<file path="src/rtl/block_sync_rx_pkg.sv">
// Shared PCS definitions for the 64b/66b block synchroniser.
package block_sync_rx_pkg;

    typedef enum logic [1:0] {
        ST_HUNT   = 2'd0,
        ST_LOCKED = 2'd1,
        ST_SLIP   = 2'd2
    } bs_state_e;

    localparam logic [1:0] SH_VALID_01 = 2'b01;
    localparam logic [1:0] SH_VALID_10 = 2'b10;

    localparam int unsigned SH_CNT_MAX_DEF   = 64;
    localparam int unsigned SH_INVLD_MAX_DEF = 16;
    localparam int unsigned SLIP_WAIT_DEF    = 4;

    // A sync header is legal only when its two bits differ.
    function automatic logic sh_valid(input logic [1:0] head);
        return (head == SH_VALID_01) || (head == SH_VALID_10);
    endfunction

endpackage

</file>
<file path="src/rtl/block_sync_rx_sh_cnt_win.sv">
// Sync-header test window: blocks tested and invalid headers seen in the
// current window, with flags raised on the block that reaches each limit.
module sh_cnt_win
    import block_sync_rx_pkg::*;
#(
    parameter int unsigned SH_CNT_MAX   = SH_CNT_MAX_DEF,
    parameter int unsigned SH_INVLD_MAX = SH_INVLD_MAX_DEF
) (
    input  logic clk,
    input  logic nreset,
    input  logic clr_i,
    input  logic inc_i,
    input  logic invld_i,
    output logic win_end_o,
    output logic invld_lim_o
);

    localparam logic [6:0] CNT_LAST   = 7'(SH_CNT_MAX);
    localparam logic [4:0] INVLD_LAST = 5'(SH_INVLD_MAX);

    logic [6:0] sh_cnt_q, sh_cnt_d, sh_cnt_inc;
    logic [4:0] sh_invld_cnt_q, sh_invld_cnt_d, sh_invld_cnt_inc;

    // Next counter values and limit flags for the block presented this cycle.
    always_comb begin
        sh_cnt_inc       = sh_cnt_q + 7'd1;
        sh_invld_cnt_inc = sh_invld_cnt_q + {4'd0, invld_i};
        win_end_o        = inc_i && (sh_cnt_inc == CNT_LAST);
        invld_lim_o      = inc_i && invld_i && (sh_invld_cnt_inc == INVLD_LAST);
        sh_cnt_d         = sh_cnt_q;
        sh_invld_cnt_d   = sh_invld_cnt_q;
        if (clr_i || win_end_o || invld_lim_o) begin
            sh_cnt_d       = '0;
            sh_invld_cnt_d = '0;
        end else if (inc_i) begin
            sh_cnt_d       = sh_cnt_inc;
            sh_invld_cnt_d = sh_invld_cnt_inc;
        end
    end

    // Window counter registers.
    always_ff @(posedge clk) begin
        if (!nreset) begin
            sh_cnt_q       <= '0;
            sh_invld_cnt_q <= '0;
        end else begin
            sh_cnt_q       <= sh_cnt_d;
            sh_invld_cnt_q <= sh_invld_cnt_d;
        end
    end

endmodule

</file>
<file path="src/rtl/block_sync_rx.sv">
// 64b/66b block lock state machine with a registered pass-through datapath
// towards the descrambler.
module block_sync_rx
    import block_sync_rx_pkg::*;
#(
    parameter int unsigned SH_CNT_MAX   = SH_CNT_MAX_DEF,
    parameter int unsigned SH_INVLD_MAX = SH_INVLD_MAX_DEF,
    parameter int unsigned SLIP_WAIT    = SLIP_WAIT_DEF
) (
    input  logic        clk,
    input  logic        nreset,
    input  logic        valid_i,
    input  logic [1:0]  head_i,
    input  logic [63:0] data_i,
    output logic        slip_o,
    output logic        lock_o,
    output logic        valid_o,
    output logic [1:0]  head_o,
    output logic [63:0] data_o
);

    localparam int unsigned SLIP_W    = (SLIP_WAIT > 1) ? $clog2(SLIP_WAIT) : 1;
    localparam logic [SLIP_W-1:0] SLIP_LAST = SLIP_W'(SLIP_WAIT - 1);

    bs_state_e         state_q;
    logic [SLIP_W-1:0] slip_cnt_q;
    logic              slip_q, lock_q, valid_q;
    logic [1:0]        head_q;
    logic [63:0]       data_q;

    logic hdr_ok, cnt_clr, cnt_inc, win_end, invld_lim;

    // Window counter control: HUNT only counts good headers (a bad one slips),
    // LOCKED counts every block, SLIP keeps the window empty.
    always_comb begin
        hdr_ok  = sh_valid(head_i);
        cnt_inc = valid_i && ((state_q == ST_LOCKED) || ((state_q == ST_HUNT) && hdr_ok));
        cnt_clr = (state_q == ST_SLIP) || (valid_i && (state_q == ST_HUNT) && !hdr_ok);
    end

    sh_cnt_win #(
        .SH_CNT_MAX  (SH_CNT_MAX),
        .SH_INVLD_MAX(SH_INVLD_MAX)
    ) u_sh_cnt_win (
        .clk        (clk),
        .nreset     (nreset),
        .clr_i      (cnt_clr),
        .inc_i      (cnt_inc),
        .invld_i    (!hdr_ok),
        .win_end_o  (win_end),
        .invld_lim_o(invld_lim)
    );

    // Lock FSM plus registered outputs; slip_q is a single-cycle pulse.
    always_ff @(posedge clk) begin
        if (!nreset) begin
            state_q    <= ST_HUNT;
            slip_cnt_q <= '0;
            slip_q     <= 1'b0;
            lock_q     <= 1'b0;
            valid_q    <= 1'b0;
            head_q     <= '0;
            data_q     <= '0;
        end else begin
            slip_q  <= 1'b0;
            valid_q <= valid_i && lock_q;
            if (valid_i) begin
                head_q <= head_i;
                data_q <= data_i;
                case (state_q)
                    ST_HUNT: begin
                        if (!hdr_ok) begin
                            state_q    <= ST_SLIP;
                            slip_q     <= 1'b1;
                            slip_cnt_q <= '0;
                        end else if (win_end) begin
                            state_q <= ST_LOCKED;
                            lock_q  <= 1'b1;
                        end
                    end
                    ST_LOCKED: begin
                        if (invld_lim) begin
                            state_q    <= ST_SLIP;
                            slip_q     <= 1'b1;
                            lock_q     <= 1'b0;
                            slip_cnt_q <= '0;
                        end
                    end
                    ST_SLIP: begin
                        if (slip_cnt_q == SLIP_LAST) begin
                            state_q    <= ST_HUNT;
                            slip_cnt_q <= '0;
                        end else begin
                            slip_cnt_q <= slip_cnt_q + 1'b1;
                        end
                    end
                    default: state_q <= ST_HUNT;
                endcase
            end
        end
    end

    assign slip_o  = slip_q;
    assign lock_o  = lock_q;
    assign valid_o = valid_q;
    assign head_o  = head_q;
    assign data_o  = data_q;

endmodule

</file>
<file path="config.mk">
export PLATFORM = sky130hd
export DESIGN_NAME = block_sync_rx
export DESIGN_NICKNAME = d
export VERILOG_FILES = /design/src/rtl/block_sync_rx_pkg.sv /design/src/rtl/block_sync_rx_sh_cnt_win.sv /design/src/rtl/block_sync_rx.sv
export SDC_FILE = /design/constraint.sdc
export NUM_CORES = 1
export LEC_CHECK = 0
export ABC_CLOCK_PERIOD_IN_PS = 2900
export CAP_MARGIN = 10
export CORE_MARGIN = 3
export CORE_UTILIZATION = 39
export CTS_CLUSTER_SIZE = 8
export DETAILED_ROUTE_END_ITERATION = 10
export GPL_TIMING_DRIVEN = 0
export PLACE_DENSITY_LB_ADDON = 0.08
export REMOVE_ABC_BUFFERS = 1
export SLEW_MARGIN = 20
export SYNTH_ARGS = -nofsm -noshare
export SYNTH_HDL_FRONTEND = slang
export SYNTH_SLANG_ARGS = --single-unit
</file>
<file path="constraint.sdc">
create_clock -name clk -period 2.9 [get_ports clk]
set_input_delay 0.58 -clock clk [delete_from_list [all_inputs] [get_ports clk]]
set_output_delay 0.58 -clock clk [all_outputs]
set_load 0.02 [all_outputs]
</file>
==> results of run 1 <==
==> repair_timing <==
item	in CTS	in global routing
setup endpoints to repair	18	15
pin swaps	6	2
hold buffers	0	0
endpoints found under the hold margin	0	0
setup buffers	5	0
resized for setup	7	0
==> logic make-up after synthesis <==
group / after synthesis / synth area share, %
XOR/XNOR: 13 / 3.461
AND/OR/NAND/NOR: 111 / 19.19
buffers and inverters: 23 / 2.640
adder cells (fa/ha/maj): 5 / 1.784
AO/OA/AOI/OAI: 23 / 4.424
flip-flops: 85 / 48.52
multiplexers: 70 / 19.98
==> power by group through the flow <==
stage / registers (mW) / clock network, mW / logic, mW
6_report: 1.27 / 1.09 / 0.479
5_1_grt: 1.28 / 1.16 / 0.522
4_1_cts: 1.27 / 1.12 / 0.484
3_5_place_dp: 1.29 / 0 / 0.471
3_3_place_gp: 1.29 / 0 / 0.484
2_1_floorplan: 1.36 / 0 / 0.137
==> layout make-up <==
class	instances	share of cell area (%)
Clock buffer	10	2.411
Multi-Input combinational cell	222	32.81
Tap cell	105	2.482
Sequential cell	85	32.15
Timing Repair Buffer	144	27.40
Clock inverter	6	2.530
Inverter	3	0.2128
==> synthesized netlist by cell type (5+ instances only) <==
cell type	number	share of area (%)
a21oi_1	7	1.0
buf_2	5	0.71
clkbuf_1	11	1.2
dfxtp_1	85	49
ha_1	5	1.8
mux2i_1	70	20
nand3_1	5	0.71
nand4_1	5	0.89
nor2_1	12	1.3
nor2b_1	69	12
xnor2_1	6	1.5
xor2_1	6	1.5
==> stage by stage <==
stage               utilization, %  cell area (um^2)  power (mW)
floorplan                        -              3426       1.494
global placement             58.23              4928       1.774
detailed placement           58.74              4972       1.764
CTS                          62.53              5293       2.869
global route                 62.53              5293       2.958
finish                       62.53              5293       2.834
==> per-layer routing <==
metal,global-route usage [%],vias to the layer above,part of all wire (%)
met3,7.336,10,11
met4,5.285,0,1.7
li1,-,1396,-
met1,19.85,1230,42
met5,0,-,0
met2,26.33,103,46
==> critical path: cells and delay by family <==
family	cells	cell delay, ns
AOI/OAI and AO/OA	1	0.17
xor gates and xnor gates	1	0.21
adders and majority gates	2	0.54
buffers and inverters	2	0.36
muxes	1	0.16
and+or+nand+nor	3	1.02
==> final timing paths <==
path	to	slack [ns]	cells after the start
setup / recovery	lock_o$_SDFFE_PN0P_	0.14	10
hold reg to reg	data_o[39]$_SDFFE_PN0P_	0.52	2
hold / removal	data_o[39]$_SDFFE_PN0P_	0.52	2
setup reg to reg	lock_o$_SDFFE_PN0P_	0.64	7
==> sequential cells by signal, summed over array words and instances, names as in the netlist <==
name	flops
u_sh_cnt_win.sh_cnt_q	7
lock_o	1
valid_o	1
head_o	2
slip_cnt_q	2
slip_o	1
u_sh_cnt_win.sh_invld_cnt_q	5
state_q	2
data_o	64
==> reports/qor.csv, run 1 <==
stage;metric;value;unit
timing;setup-violations-final;0;
floorplan;start_util;41.43;%
floorplan;die_h;100.8;um
drt;drcViolationCount;0;
floorplan;ioPinCount;138;
power;pwr-share-comb;16.9;%
drt;wl_per_cell;14.19;um
cts;htree_levels;3;
floorplan;fp.dieW;100.8;um
floorplan;dieArea;10170;um^2
synth;avgSynthCellArea;10.63;um^2
place;place.gp.congestion;0.7745;
place;pre_cts_slack;-0.9437;ns
power;vdd_drop_max;0.2877;mV
timing;hold_ws;0.5179;ns
synth;ys.flop_type;dfxtp_1;
synth;synth-edff-count;0;
cts;cts_tree;done;
power;p_int;2.161;mW
cts;clkSlewWorstSetupHoldPaths;0.09;ns
critical_path;start_kind;primary input;
power;switching_share;23.76;%
synth;yosysSeqAreaShare;48.52;%
drt;drt_pass1_iterations;4;
timing;fin_crit;2.761;ns
place;dpl.cell_count;554;
cts;ctsLongestPathBuffers;2;
grt;grt_antenna_before_repair;0;
run;drv_cap;0;
drt;first_iter_violations;47;
power;seq_power_share;44.7;%
timing;relSlewSlack;56.90;%
timing;maxSlewViolCount;0;
synth;ys_types;37;
timing;clock_skew;0.005992;ns
finish;nFillCells;715;
critical_path;r2r-start;u_sh_cnt_win.sh_invld_cnt_q[0]$_SDFFE_PP0N_;
critical_path;slowest_delay;0.50;ns
finish;finalNonFillerCells;575;
floorplan;coreArea;8464;um^2
synth;synthCells;330;
critical_path;startpoint;head_i[1];
synth;synth_area;3507;um^2
power;power.switching;0.6734;mW
critical_path;slowest_stage;or4b_4;
critical_path;cp_cell_sequence;dlygate4sd2_1, xor2_2, inv_2, ha_1, ha_1, or4b_4, nor4_4, a311oi_2, nand3b_1, mux2i_1;
outcome;status;complete, no violations;
finish;ff_latch_area;1702;um^2
finish;multiInputGateArea;1737;um^2
grt;grt_max_degree;53;
timing;setup_tns;0;ns
finish;layout_commonest_cell;clkdlybuf4s50_1;
timing;setup_slack;0.1395;ns
synth;synth_seq_cells;85;
cts;cts_made_buffers;9;
finish;layout-drive-gt1-share;7.021;%
finish;final_nets;539;
critical_path;critical_path_required;3.18;ns
timing;worst_slew_pin_slew;0.6427;ns
grt;grt_pass1_vias;2770;
finish;areaGrowthSynthToFinish;50.91;%
place;io_buffer_count;137;
critical_path;path_common_cell;ha_1;
power;p_leak;2.128;nW
power;clkPwrFrac;38.4;%
timing;fin_crit_sh;95.19;%
worst_hold_path;min_path_type;reg -> reg;
finish;antenna_cells;0;
synth;synthArstFlopShare;0;%
finish;final_cell_mix;clkdlybuf4s50_1, dfxtp_1, mux2i_1, nor2b_1, nor2_1;
cts;numClockSinks;85;
drt;wirelength;8161;um
power;power-per-cell-area;535.5;nW/um^2
cts;cts_root_buffer;clkbuf_8;
place;hpwl;5711;um
timing;rsz0062_at_grt;false;
timing;fmax;362.3;MHz
critical_path;cp.arrival;3.04;ns
drt;vias;2739;
drt;avgViaCountPerCell;4.763;
cts;clk_latency;0.35;ns
synth;synth_warnings;0;
timing;hold_violations;0;
grt;grt_pass1_wl;13400;um
grt;grt_usage;16.49;%
floorplan;rows;33;
grt;grt_overflow_total;0;
critical_path;worst-setup-path-type;in -> reg;
drt;drtAntennaViolNets;0;
worst_hold_path;hold_start;data_o[39]$_SDFFE_PN0P_;
critical_path;crit_path_max_fanout;5;
critical_path;crit_path_end_kind;flop;
Power figures use the tool's default switching activity.
==> run 2, diff against run 1 <==
--- a/config.mk
+++ b/config.mk
@@ -11,6 +11,7 @@
 export CORE_UTILIZATION = 39
 export CTS_CLUSTER_SIZE = 8
 export DETAILED_ROUTE_END_ITERATION = 10
+export GPL_ROUTABILITY_DRIVEN = 0
 export GPL_TIMING_DRIVEN = 0
 export PLACE_DENSITY_LB_ADDON = 0.08
 export REMOVE_ABC_BUFFERS = 1
==> results of run 2 <==
No change in the layout: final DEF, timing and power equal those of run 1.
